## src/rtl/rf_ctrl_pkg.sv

```systemverilog
// Shared constants for the register-file write-side control logic.
package rf_ctrl_pkg;

    localparam int unsigned RF_AW   = 5;
    localparam int unsigned RF_DW   = 32;
    localparam int unsigned RF_NREQ = 2;
    localparam int unsigned REQ_ALU = 0;
    localparam int unsigned REQ_MEM = 1;

    localparam logic [RF_AW-1:0] R0 = 5'd0;

endpackage

```

## src/rtl/rf_wr_slot.sv

```systemverilog
// One-entry holding register for a pending register-file write.
// Load takes priority over clear so a drained slot can refill on the same edge.
module rf_wr_slot #(
    parameter int unsigned AW = 5,
    parameter int unsigned DW = 32
) (
    input  logic          clk,
    input  logic          reset,
    input  logic          load,
    input  logic          clear,
    input  logic [AW-1:0] load_addr,
    input  logic [DW-1:0] load_data,
    output logic          full,
    output logic [AW-1:0] addr,
    output logic [DW-1:0] data
);

    logic          full_q;
    logic [AW-1:0] addr_q;
    logic [DW-1:0] data_q;

    always_ff @(posedge clk) begin
        if (reset) begin
            full_q <= 1'b0;
            addr_q <= '0;
            data_q <= '0;
        end else if (load) begin
            full_q <= 1'b1;
            addr_q <= load_addr;
            data_q <= load_data;
        end else if (clear) begin
            full_q <= 1'b0;
        end
    end

    assign full = full_q;
    assign addr = addr_q;
    assign data = data_q;

endmodule

```

## src/rtl/rf_wr_arbiter.sv

```systemverilog
// Arbitrates the single regfile write port between the ALU and load writeback slots, oldest first.
// Define RF_BYPASS_EN to add read-side bypass ports that forward pending slot data.
module rf_wr_arbiter
    import rf_ctrl_pkg::*;
#(
    parameter int unsigned DW = RF_DW,
    parameter int unsigned AW = RF_AW
) (
    input  logic          Clk,
    input  logic          Reset,
    input  logic          Req0Vld,
    output logic          Req0Rdy,
    input  logic [AW-1:0] Req0Addr,
    input  logic [DW-1:0] Req0Data,
    input  logic          Req1Vld,
    output logic          Req1Rdy,
    input  logic [AW-1:0] Req1Addr,
    input  logic [DW-1:0] Req1Data,
    output logic          WrEn,
    output logic [AW-1:0] Awr,
    output logic [DW-1:0] Din,
    output logic          Busy
`ifdef RF_BYPASS_EN
    ,
    input  logic [AW-1:0] Ard1,
    input  logic [AW-1:0] Ard2,
    output logic          Byp1Hit,
    output logic          Byp2Hit,
    output logic [DW-1:0] Byp1Data,
    output logic [DW-1:0] Byp2Data
`endif
);

    logic [RF_NREQ-1:0] full, grant, rdy, accept;
    logic [AW-1:0]      slot_addr [RF_NREQ];
    logic [DW-1:0]      slot_data [RF_NREQ];
    logic               older1_q, older1_d;

    rf_wr_slot #(.AW(AW), .DW(DW)) u_slot_alu (
        .clk       (Clk),
        .reset     (Reset),
        .load      (accept[REQ_ALU]),
        .clear     (grant[REQ_ALU]),
        .load_addr (Req0Addr),
        .load_data (Req0Data),
        .full      (full[REQ_ALU]),
        .addr      (slot_addr[REQ_ALU]),
        .data      (slot_data[REQ_ALU])
    );

    rf_wr_slot #(.AW(AW), .DW(DW)) u_slot_mem (
        .clk       (Clk),
        .reset     (Reset),
        .load      (accept[REQ_MEM]),
        .clear     (grant[REQ_MEM]),
        .load_addr (Req1Addr),
        .load_data (Req1Data),
        .full      (full[REQ_MEM]),
        .addr      (slot_addr[REQ_MEM]),
        .data      (slot_data[REQ_MEM])
    );

    always_comb begin
        grant[0] = full[0] & (~full[1] | ~older1_q);
        grant[1] = full[1] & (~full[0] | older1_q);
        rdy      = ~full | grant;
        accept   = {Req1Vld, Req0Vld} & rdy;
        // Slot 1 becomes older only when slot 0 loads behind a slot 1 that stays pending;
        // simultaneous loads leave slot 0 the winner.
        older1_d = accept[0] & full[1] & ~grant[1];
    end

    always_ff @(posedge Clk) begin
        if (Reset) begin
            older1_q <= 1'b0;
        end else begin
            older1_q <= older1_d;
        end
    end

    always_comb begin
        Awr = '0;
        Din = '0;
        unique case (grant)
            2'b01: begin
                Awr = slot_addr[0];
                Din = slot_data[0];
            end
            2'b10: begin
                Awr = slot_addr[1];
                Din = slot_data[1];
            end
            default: ;
        endcase
    end

    // r0 writes are consumed silently; reset suppresses a write still being presented.
    assign WrEn    = (Awr != AW'(R0)) & ~Reset;
    assign Busy    = |full;
    assign Req0Rdy = rdy[0];
    assign Req1Rdy = rdy[1];

`ifdef RF_BYPASS_EN
    logic [1:0] match1, match2;

    function automatic logic [DW-1:0] byp_pick(input logic [1:0] m, input logic older1,
                                               input logic [DW-1:0] d0, input logic [DW-1:0] d1);
        if (m == 2'b11) begin
            return older1 ? d0 : d1;
        end else if (m[0]) begin
            return d0;
        end else if (m[1]) begin
            return d1;
        end
        return '0;
    endfunction

    always_comb begin
        match1[0] = full[0] & (slot_addr[0] == Ard1) & (Ard1 != AW'(R0));
        match1[1] = full[1] & (slot_addr[1] == Ard1) & (Ard1 != AW'(R0));
        match2[0] = full[0] & (slot_addr[0] == Ard2) & (Ard2 != AW'(R0));
        match2[1] = full[1] & (slot_addr[1] == Ard2) & (Ard2 != AW'(R0));
    end

    assign Byp1Hit  = |match1;
    assign Byp2Hit  = |match2;
    assign Byp1Data = byp_pick(match1, older1_q, slot_data[0], slot_data[1]);
    assign Byp2Data = byp_pick(match2, older1_q, slot_data[0], slot_data[1]);
`endif

endmodule

```

## config.mk

```make
export PLATFORM = sky130hd
export DESIGN_NAME = rf_wr_arbiter
export DESIGN_NICKNAME = d
export VERILOG_FILES = /design/src/rtl/rf_ctrl_pkg.sv /design/src/rtl/rf_wr_slot.sv /design/src/rtl/rf_wr_arbiter.sv
export SDC_FILE = /design/constraint.sdc
export NUM_CORES = 1
export LEC_CHECK = 0
export CAP_MARGIN = 20
export CORE_ASPECT_RATIO = 0.9
export CORE_UTILIZATION = 38
export DETAILED_ROUTE_END_ITERATION = 16
export DONT_BUFFER_PORTS = 1
export SETUP_SLACK_MARGIN = 0.4
export SYNTH_ARGS = -nofsm -noshare
export SYNTH_HDL_FRONTEND = slang
export SYNTH_HIERARCHICAL = 1
export SYNTH_SLANG_ARGS = --single-unit
export TNS_END_PERCENT = 100
```

## constraint.sdc

```tcl
create_clock -name Clk -period 1.8 [get_ports Clk]
set_clock_uncertainty 0.05 [all_clocks]
set_input_delay 0.27 -clock Clk [delete_from_list [all_inputs] [get_ports Clk]]
set_output_delay 0.27 -clock Clk [all_outputs]
set_load 0.01 [all_outputs]
```

==> out/results.ini, run 1 <==
[run_status]
status = complete, but fails checks
violations = hold timing

[drt]
routed_wl_um = 9130
drt_iter0_drc = 73
viasPerCell = 5.18
wl_per_cell_um = 19.6
ant_nets = 0
dr.pass1.iters = 4
via_count = 2416
drc = 0

[cells_and_area]
drive_gt1_frac = 0.362
area_growth_pct = 38.4
multi_input_area_sq_um = 1940
fin_nets = 424
num-fill-cells = 707
final_core_util = 0.553
regArea_sq_um = 1550
num_antenna_cells = 0

[sta]
finalHoldViolCount = 77
slew_viol_final = 0
hold-worst-slack_ns = -0.0735
fmax_mhz = 567
rsz0062_at_grt = yes
finalCriticalPeriod_ns = 1.76
slew_headroom = 0.839
worst_pin_slew_ns = 0.242
finalSetupViolCount = 0
fin_crit_sh = 0.980

[critical_path]
worstPathRequired_ns = 1.48
cp_cell_sequence = a21boi_4, buf_12, buf_12, a22o_4
endpoint_kind = output pin
reg2reg_depth = 10
r2r-start = u_slot_mem/full$_SDFFE_PP0P_
rrSetupSlack_ns = 0.06
worst-path-max-fanout = 17
critPathArrivalTime_ns = 1.44
cp-startpoint = u_slot_alu/full$_SDFFE_PP0P_
cpPeakStageDelay_ns = 0.36
cp-start-kind = flip-flop
cpMostUsedCell = buf_12
path_class = reg2out
cpMaxStageDelayCell = dfxtp_4
r2r_end = u_slot_mem/data[6]$_SDFFE_PP0P_

[power_and_ir_drop]
power_density_nw_per_um2 = 898
ir_drop_mv = 0.481
power.leakage_nw = 2.07

[logic_synthesis]
syn_inst = 309
ys_seq_area_frac = 0.471
synth.distinct_cells = 24
synth_area_per_cell_sq_um = 10.6
syn-cell-area_sq_um = 3270
ys_warn_count = 6
syn-num-nets = 387
ys_ff_latch = 77

[clock_tree]
path_clk_slew_ns = 0.08
cts.path.max_buffers = 2
htree_levels = 3
cts_tree = built
cts_buffers = 9
cts_root_buf = clkbuf_8
clk_latency_ns = 0.35
clock-sinks = 77

[global_routing]
overflow = 0
grt_pass1_wl_um = 12900
grt_use_total = 0.189
grt_pass1_vias = 2425
grt_max_degree = 79
antenna_found_initial = 0

[floorplan]
start_util = 0.400
die_w_um = 99.8
io_pins = 119
dieHeight_um = 90.0
die_area_sq_um = 8980
rows = 31
core_region_area_sq_um = 8180

[placed_design]
place_congestion = 0.703
place_hpwl_um = 4580
io_buffer_count = 0

[hold_path]
hp-class = in2reg
holdPathStages = 1
hp-start = Reset
holdPathEnd = u_slot_mem/full$_SDFFE_PP0P_

[flow_run]
maxCapViolations = 0

-- layout by cell type, fill, tap and decap left out, types with 3 or more instances in the layout --
cell type,count
mux2i_2,3
dfxtp_4,3
buf_6,17
buf_12,13
a22o_4,33
and2_4,10
clkbuf_16,3
clkbuf_8,9
nor2_1,74
buf_4,7
mux2i_1,70
dfxtp_1,74
inv_2,4
-- registers in the layout (all words and copies together) (netlist names) --
name / flops
u_slot_alu/data: 32
u_slot_mem/addr: 5
u_slot_alu/addr: 5
u_slot_mem/full: 1
u_slot_mem/data: 32
u_slot_alu/full: 1
older1_q: 1
-- metrics by stage --
stage | power (mW) | worst slack, ns | instance area [sq um] | instances | setup TNS [ns]
finish | 4.07 | 0.0361 | 4530 | 466 | 0
global route | 4.23 | -0.00589 | 4530 | 466 | -0.0153
CTS | 3.99 | 0.0453 | 4130 | 457 | 0
detailed placement | 2.32 | 0.168 | 3310 | 408 | 0
global placement | 2.31 | 0.176 | 3310 | 408 | 0
floorplan | 2.29 | 0.361 | 3290 | 309 | 0
-- worst max path at each step --
stage / slack [ns] / to / cells past startpoint
global placement: 0.18 / Din[7] / 3
detailed placement: 0.17 / Din[7] / 3
global route: -0.006 / Din[20] / 4
floorplan: 0.36 / u_slot_mem/data[23]$_SDFFE_PP0P_ / 7
finish: 0.04 / Din[14] / 4
CTS: 0.05 / Din[18] / 4
-- per-layer routing --
metal | part of all wire | vias to the layer above | track usage
met4 | 0.011 | 0 | 0.0588
met2 | 0.47 | 82 | 0.295
met1 | 0.45 | 1168 | 0.244
met5 | 0 | - | 0
met3 | 0.068 | 9 | 0.0653
li1 | - | 1157 | -
-- final cells by class --
class	instances	area share
clock buffer	9	0.0274
inverter	5	0.00414
timing repair buffer	43	0.143
multi-input combinational	210	0.429
tap	115	0.0318
sequential	77	0.343
clock inverter	7	0.0213
-- synthesized netlist by cell type (all sizes together) --
cell type  count  share of area
a32oi          4          0.013
clkbuf         4         0.0046
mux2i         74           0.23
a21oi          2         0.0031
a22o          34          0.091
nor2          74          0.085
nand3          1         0.0015
inv            5         0.0057
buf           21          0.067
a41oi          1         0.0027
or2            3         0.0057
a21boi         1         0.0034
dfxtp         77           0.47
nor3b          1         0.0023
nand2b         3         0.0080
nand3b         1         0.0023
and2           3         0.0065
-- cell families (layout without fill, tap and decap cells) --
| logic type | Yosys count | in the layout | synth area share |
|---|---|---|---|
| AO/OA/AOI/OAI | 42 | 42 | 0.113 |
| buffers and inverters | 30 | 64 | 0.0777 |
| AND/OR/NAND/NOR | 86 | 94 | 0.111 |
| multiplexers | 74 | 74 | 0.226 |
| flip-flops | 77 | 77 | 0.471 |
-- critical path, delay by kind of cell, from the launching register on --
kind                   cells  cell delay (ns)
flip-flops                 1             0.36
buffers and inverters      2             0.31
AO/OA/AOI/OAI              2             0.43
-- where the power goes --
part / leakage [nW] / internal (mW) / switching [mW]
Sequential: 0.637 / 1.81 / 0.0834
Combinational: 1.32 / 0.401 / 0.315
Clock: 0.114 / 0.788 / 0.672
-- what timing repair did --
item,in CTS,in global routing
setup endpoints to repair,109,116
pin swaps,33,17
gates resized for setup,47,43
hold endpoints to repair,77,77
setup buffers,24,5
cloned,9,4
No activity file was read; power rests on OpenSTA's default activity.
==> run 2, diff against run 1 <==
- CORE_ASPECT_RATIO: 0.9 -> 0.5
==> out/results.ini, run 2 (synthesized netlist as in run 1, its figures left out) <==
[sta]
fmax_mhz = 571
worst_slack_ns = 0.0482
slew_headroom = 0.848
worst_pin_slew_ns = 0.227
finalSetupViolCount = 0
finalHoldViolCount = 77
finalCriticalPeriod_ns = 1.75
rsz0062_at_grt = yes
slew_viol_final = 0
hold-worst-slack_ns = -0.0387
fin_crit_sh = 0.973

[flow_run]
maxCapViolations = 0

[drt]
dr.pass1.iters = 4
viasPerCell = 5.33
ant_nets = 0
routed_wl_um = 9720
wl_per_cell_um = 21.1
drc = 0
drt_iter0_drc = 105
via_count = 2458

[critical_path]
cpPeakStageDelay_ns = 0.37
worst-path-max-fanout = 5
path_class = reg2out
cp-start-kind = flip-flop
worstPathRequired_ns = 1.48
critPathArrivalTime_ns = 1.43
cpMaxStageDelayCell = dfxtp_4
endpoint_kind = output pin
cp_cell_sequence = a21boi_4, buf_6, a32oi_4, a41oi_2

[cells_and_area]
design_area_sq_um = 4570
num_antenna_cells = 0
area_growth_pct = 39.7
num-fill-cells = 691
drive_gt1_frac = 0.344
layout_common_cells = nor2_1 (74), dfxtp_1 (74), mux2i_1 (71)
fin_nets = 422

[global_routing]
grt_use_total = 0.209
grt_max_degree = 79
overflow = 0
grt_pass1_wl_um = 13500
grt_pass1_vias = 2310
antenna_found_initial = 0

[placed_design]
io_buffer_count = 0
dpl_cell_area_sq_um = 3230
place_hpwl_um = 4850
place_congestion = 0.698
dp_slack_ns = 0.0743

[power_and_ir_drop]
power.leakage_nw = 2.10
ir_drop_mv = 0.552
power_density_nw_per_um2 = 1030

[clock_tree]
cts.path.max_buffers = 2
path_clk_slew_ns = 0.06
clock-sinks = 77
htree_levels = 3
cts_root_buf = clkbuf_16
cts_tree = built
clk_latency_ns = 0.32
cts_buffers = 9

[floorplan]
die_w_um = 133
start_util = 0.400
rows = 23
io_pins = 119
core_region_area_sq_um = 8170
dieHeight_um = 67.6
die_area_sq_um = 9000

[run_status]
violations = hold timing
status = complete, but fails checks

[hold_path]
hp-class = in2reg

[run 2: changes by cell type in the layout (fill, tap and decap cells not counted), moves of 2 or more]
cell and change:
a21oi_1 +2, a21oi_2 -2, buf_16 +2, buf_4 +9, buf_6 -11, clkbuf_16 +7
clkbuf_8 -6, clkinv_2 -2, inv_6 -2, mux2i_2 -2
[run 2: worst paths after layout]
path / from / to / slack (ns) / depth (start not counted)
setup / recovery: u_slot_alu/full$_SDFFE_PP0P_ / WrEn / 0.05 / 4
hold / removal: Reset / u_slot_alu/full$_SDFFE_PP0P_ / -0.04 / 1
setup reg to reg: u_slot_alu/full$_SDFFE_PP0P_ / u_slot_mem/data[13]$_SDFFE_PP0P_ / 0.14 / 8
hold reg to reg: u_slot_mem/data[0]$_SDFFE_PP0P_ / u_slot_mem/data[0]$_SDFFE_PP0P_ / 0.46 / 2
[run 2: repair_timing]
item	4_1_cts	5_1_grt
endpoints found under the hold margin	77	77
resized for setup	61	14
pin swaps	28	19
setup endpoints to repair	117	116
buffers inserted	20	11
cloned	13	1
[run 2: worst max-delay path: cells and delay by family, from the launching register on]
family	cells	cell delay, ns
compound gates	3	0.58
buf+inv	1	0.16
flops	1	0.37
[run 2: stage by stage]
stage | total power [mW] | utilization | setup TNS (ns) | hold slack (ns) | instances
after global routing | 4.89 | 0.559 | -0.0129 | -0.0647 | 461
after detailed placement | 2.30 | 0.395 | 0 | 0.291 | 400
after floorplan | 2.29 | - | 0 | 0.296 | 309
after global placement | 2.27 | 0.395 | 0 | 0.289 | 400
final | 4.72 | 0.559 | 0 | -0.0387 | 461
after CTS | 4.69 | 0.532 | 0 | -0.0539 | 449
[run 2: where the power goes]
part	total (mW)	switching [mW]	internal [mW]
Combinational	0.701	0.316	0.385
Sequential	1.90	0.0893	1.81
Clock	2.12	0.650	1.47
Total	4.72	1.06	3.67
[run 2: metal layers]
metal	track usage	part of all wire	up-vias
met5	0	0	-
met3	0.0706	0.054	4
met4	0.0497	0.0049	0
li1	-	-	1170
met1	0.267	0.48	1202
met2	0.343	0.46	82
[run 2: final cells by class]
class / count / area, sq um / area share
timing repair buffer: 40 / 578 / 0.126
clock buffer: 13 / 270 / 0.0591
multi-input combinational: 211 / 1920 / 0.421
tap: 112 / 140 / 0.0307
inverter: 5 / 18.8 / 0.00411
clock inverter: 3 / 90.1 / 0.0197
sequential: 77 / 1550 / 0.339
==> run 3, diff against run 2 <==
- CELL_PAD_IN_SITES_DETAIL_PLACEMENT: not set -> 1
- CELL_PAD_IN_SITES_GLOBAL_PLACEMENT: not set -> 1
- CORE_UTILIZATION: 38 -> 47
- PLACE_DENSITY_LB_ADDON: not set -> 0.1
==> out/results.ini, run 3 (synthesized netlist as in run 1, its figures left out) <==
[run_status]
status = complete, but fails checks
violations = hold timing, setup timing

[critical_path]
rrSetupSlack_ns = 0.19
r2r-start = u_slot_mem/full$_SDFFE_PP0P_
endpoint_kind = output pin
worst-path-max-fanout = 4
critPathArrivalTime_ns = 1.51
cp-start-kind = flip-flop
path_class = reg2out
worstPathRequired_ns = 1.48
reg2reg_depth = 6
r2r_end = u_slot_alu/addr[4]$_SDFFE_PP0P_

[hold_path]
holdPathStages = 1
holdPathEnd = u_slot_alu/full$_SDFFE_PP0P_
hp-class = in2reg
hp-start = Reset

[global_routing]
antenna_found_initial = 0
overflow = 0
grt_max_degree = 79
grt_use_total = 0.274
grt_pass1_wl_um = 14300
grt_pass1_vias = 2623

[cells_and_area]
layout_common_cells = dfxtp_1 (74), nor2_1 (73), mux2i_1 (67)
regArea_sq_um = 1550
multi_input_area_sq_um = 1870
num-fill-cells = 683
num_antenna_cells = 0
area_growth_pct = 32.8
drive_gt1_frac = 0.330
fin_nets = 413
final_common_cell = dfxtp_1
stdcell_count = 431

[clock_tree]
cts_buffers = 9
cts.path.max_buffers = 2
clock-sinks = 77
cts_tree = built
clk_latency_ns = 0.34
cts_root_buf = clkbuf_16
path_clk_slew_ns = 0.05
htree_levels = 3

[sta]
slew_viol_final = 0
worst_slack_ns = -0.0325
fin_crit_sh = 1.02
slew_headroom = 0.851
rsz0062_at_grt = yes
fmax_mhz = 546
finalSetupViolCount = 8
setup_tns_ns = -0.0667
finalHoldViolCount = 77
worst_pin_slew_ns = 0.217
finalCriticalPeriod_ns = 1.83
hold-worst-slack_ns = -0.0488

[drt]
routed_wl_um = 10400
drc = 0
drt_iter0_drc = 92
via_count = 2448
viasPerCell = 5.68
ant_nets = 0
dr.pass1.iters = 4
wl_per_cell_um = 24.1

[power_and_ir_drop]
power.leakage_nw = 1.99
power_density_nw_per_um2 = 966
swShare = 0.254
clkPwrFrac = 0.387
combPwrFrac = 0.160
power.switching_mw = 1.07
seq_power_share = 0.454
ir_drop_mv = 0.708
p_int_mw = 3.13

[placed_design]
io_buffer_count = 0
place_hpwl_um = 5080
dp_cells = 384
place_congestion = 0.734

[floorplan]
rows = 21
die_area_sq_um = 7320
io_pins = 119
start_util = 0.488
dieHeight_um = 61.0
die_w_um = 120
core_region_area_sq_um = 6700

[flow_run]
maxCapViolations = 0

run 3: changes by cell type in the layout (fill, tap and decap cells not counted), moves of 3 or more:
cell,before,now
buf_4,16,13
mux2i_1,71,67
buf_16,4,0
mux2i_2,1,5
bufinv_16,3,0
and2_4,11,5
run 3: worst max-delay path, stage by stage (launching register included):
cell	delay, ns
dfxtp_4	0.35
buf_6	0.12
a21boi_4	0.19
buf_6	0.17
a32oi_4	0.07
a41oi_2	0.27
run 3: timing repair:
item | in CTS | in global routing
gates cloned | 3 | 2
endpoints found under the setup margin | 117 | 117
buffers inserted | 23 | 4
pin swaps | 18 | 13
gates resized for setup | 52 | 18
endpoints found under the hold margin | 77 | 77
run 3: stage by stage:
step                      hold WS (ns)  cell area, sq um  setup slack [ns]  utilization  total power, mW
after floorplan                  0.296              3290             0.361            -             2.29
after detailed placement         0.296              3260            0.0619        0.486             2.32
after CTS                      -0.0625              4170            0.0146        0.622             4.13
after global routing           -0.0586              4340           -0.0662        0.648             4.34
final                          -0.0488              4340           -0.0325        0.648             4.20
after global placement           0.290              3260             0.171        0.486             2.30
run 3: layout make-up:
class                           instances  area share
Multi-Input combinational cell        204       0.431
Inverter                                5     0.00432
Clock inverter                          2     0.00230
Tap cell                               92      0.0265
Sequential cell                        77       0.357
Timing Repair Buffer                   38       0.121
Clock buffer                           13      0.0576
run 3: how the worst max path moves through the flow:
stage / from / to / slack (ns) / cells after the start
after CTS: u_slot_mem/full$_SDFFE_PP0P_ / WrEn / 0.01 / 5
after global placement: u_slot_mem/full$_SDFFE_PP0P_ / u_slot_alu/data[30]$_SDFFE_PP0P_ / 0.17 / 4
after global routing: u_slot_mem/full$_SDFFE_PP0P_ / WrEn / -0.07 / 5
final: u_slot_mem/full$_SDFFE_PP0P_ / WrEn / -0.03 / 5
after detailed placement: u_slot_mem/full$_SDFFE_PP0P_ / u_slot_alu/data[2]$_SDFFE_PP0P_ / 0.06 / 4
after floorplan: u_slot_mem/full$_SDFFE_PP0P_ / u_slot_mem/data[23]$_SDFFE_PP0P_ / 0.36 / 7
run 3: routing by layer:
layer / global-route usage / vias up / part of all wire
li1: - / 1137 / -
met1: 0.295 / 1207 / 0.41
met2: 0.499 / 88 / 0.50
met3: 0.102 / 16 / 0.065
met4: 0.123 / 0 / 0.024
met5: 0 / - / 0
run 3: power by group through the flow:
stage	clock [mW]	sequential (mW)	combinational, mW
floorplan	0	1.89	0.400
global placement	0	1.91	0.393
detailed placement	0	1.91	0.412
CTS	1.64	1.89	0.596
global route	1.73	1.91	0.706
finish	1.62	1.90	0.670
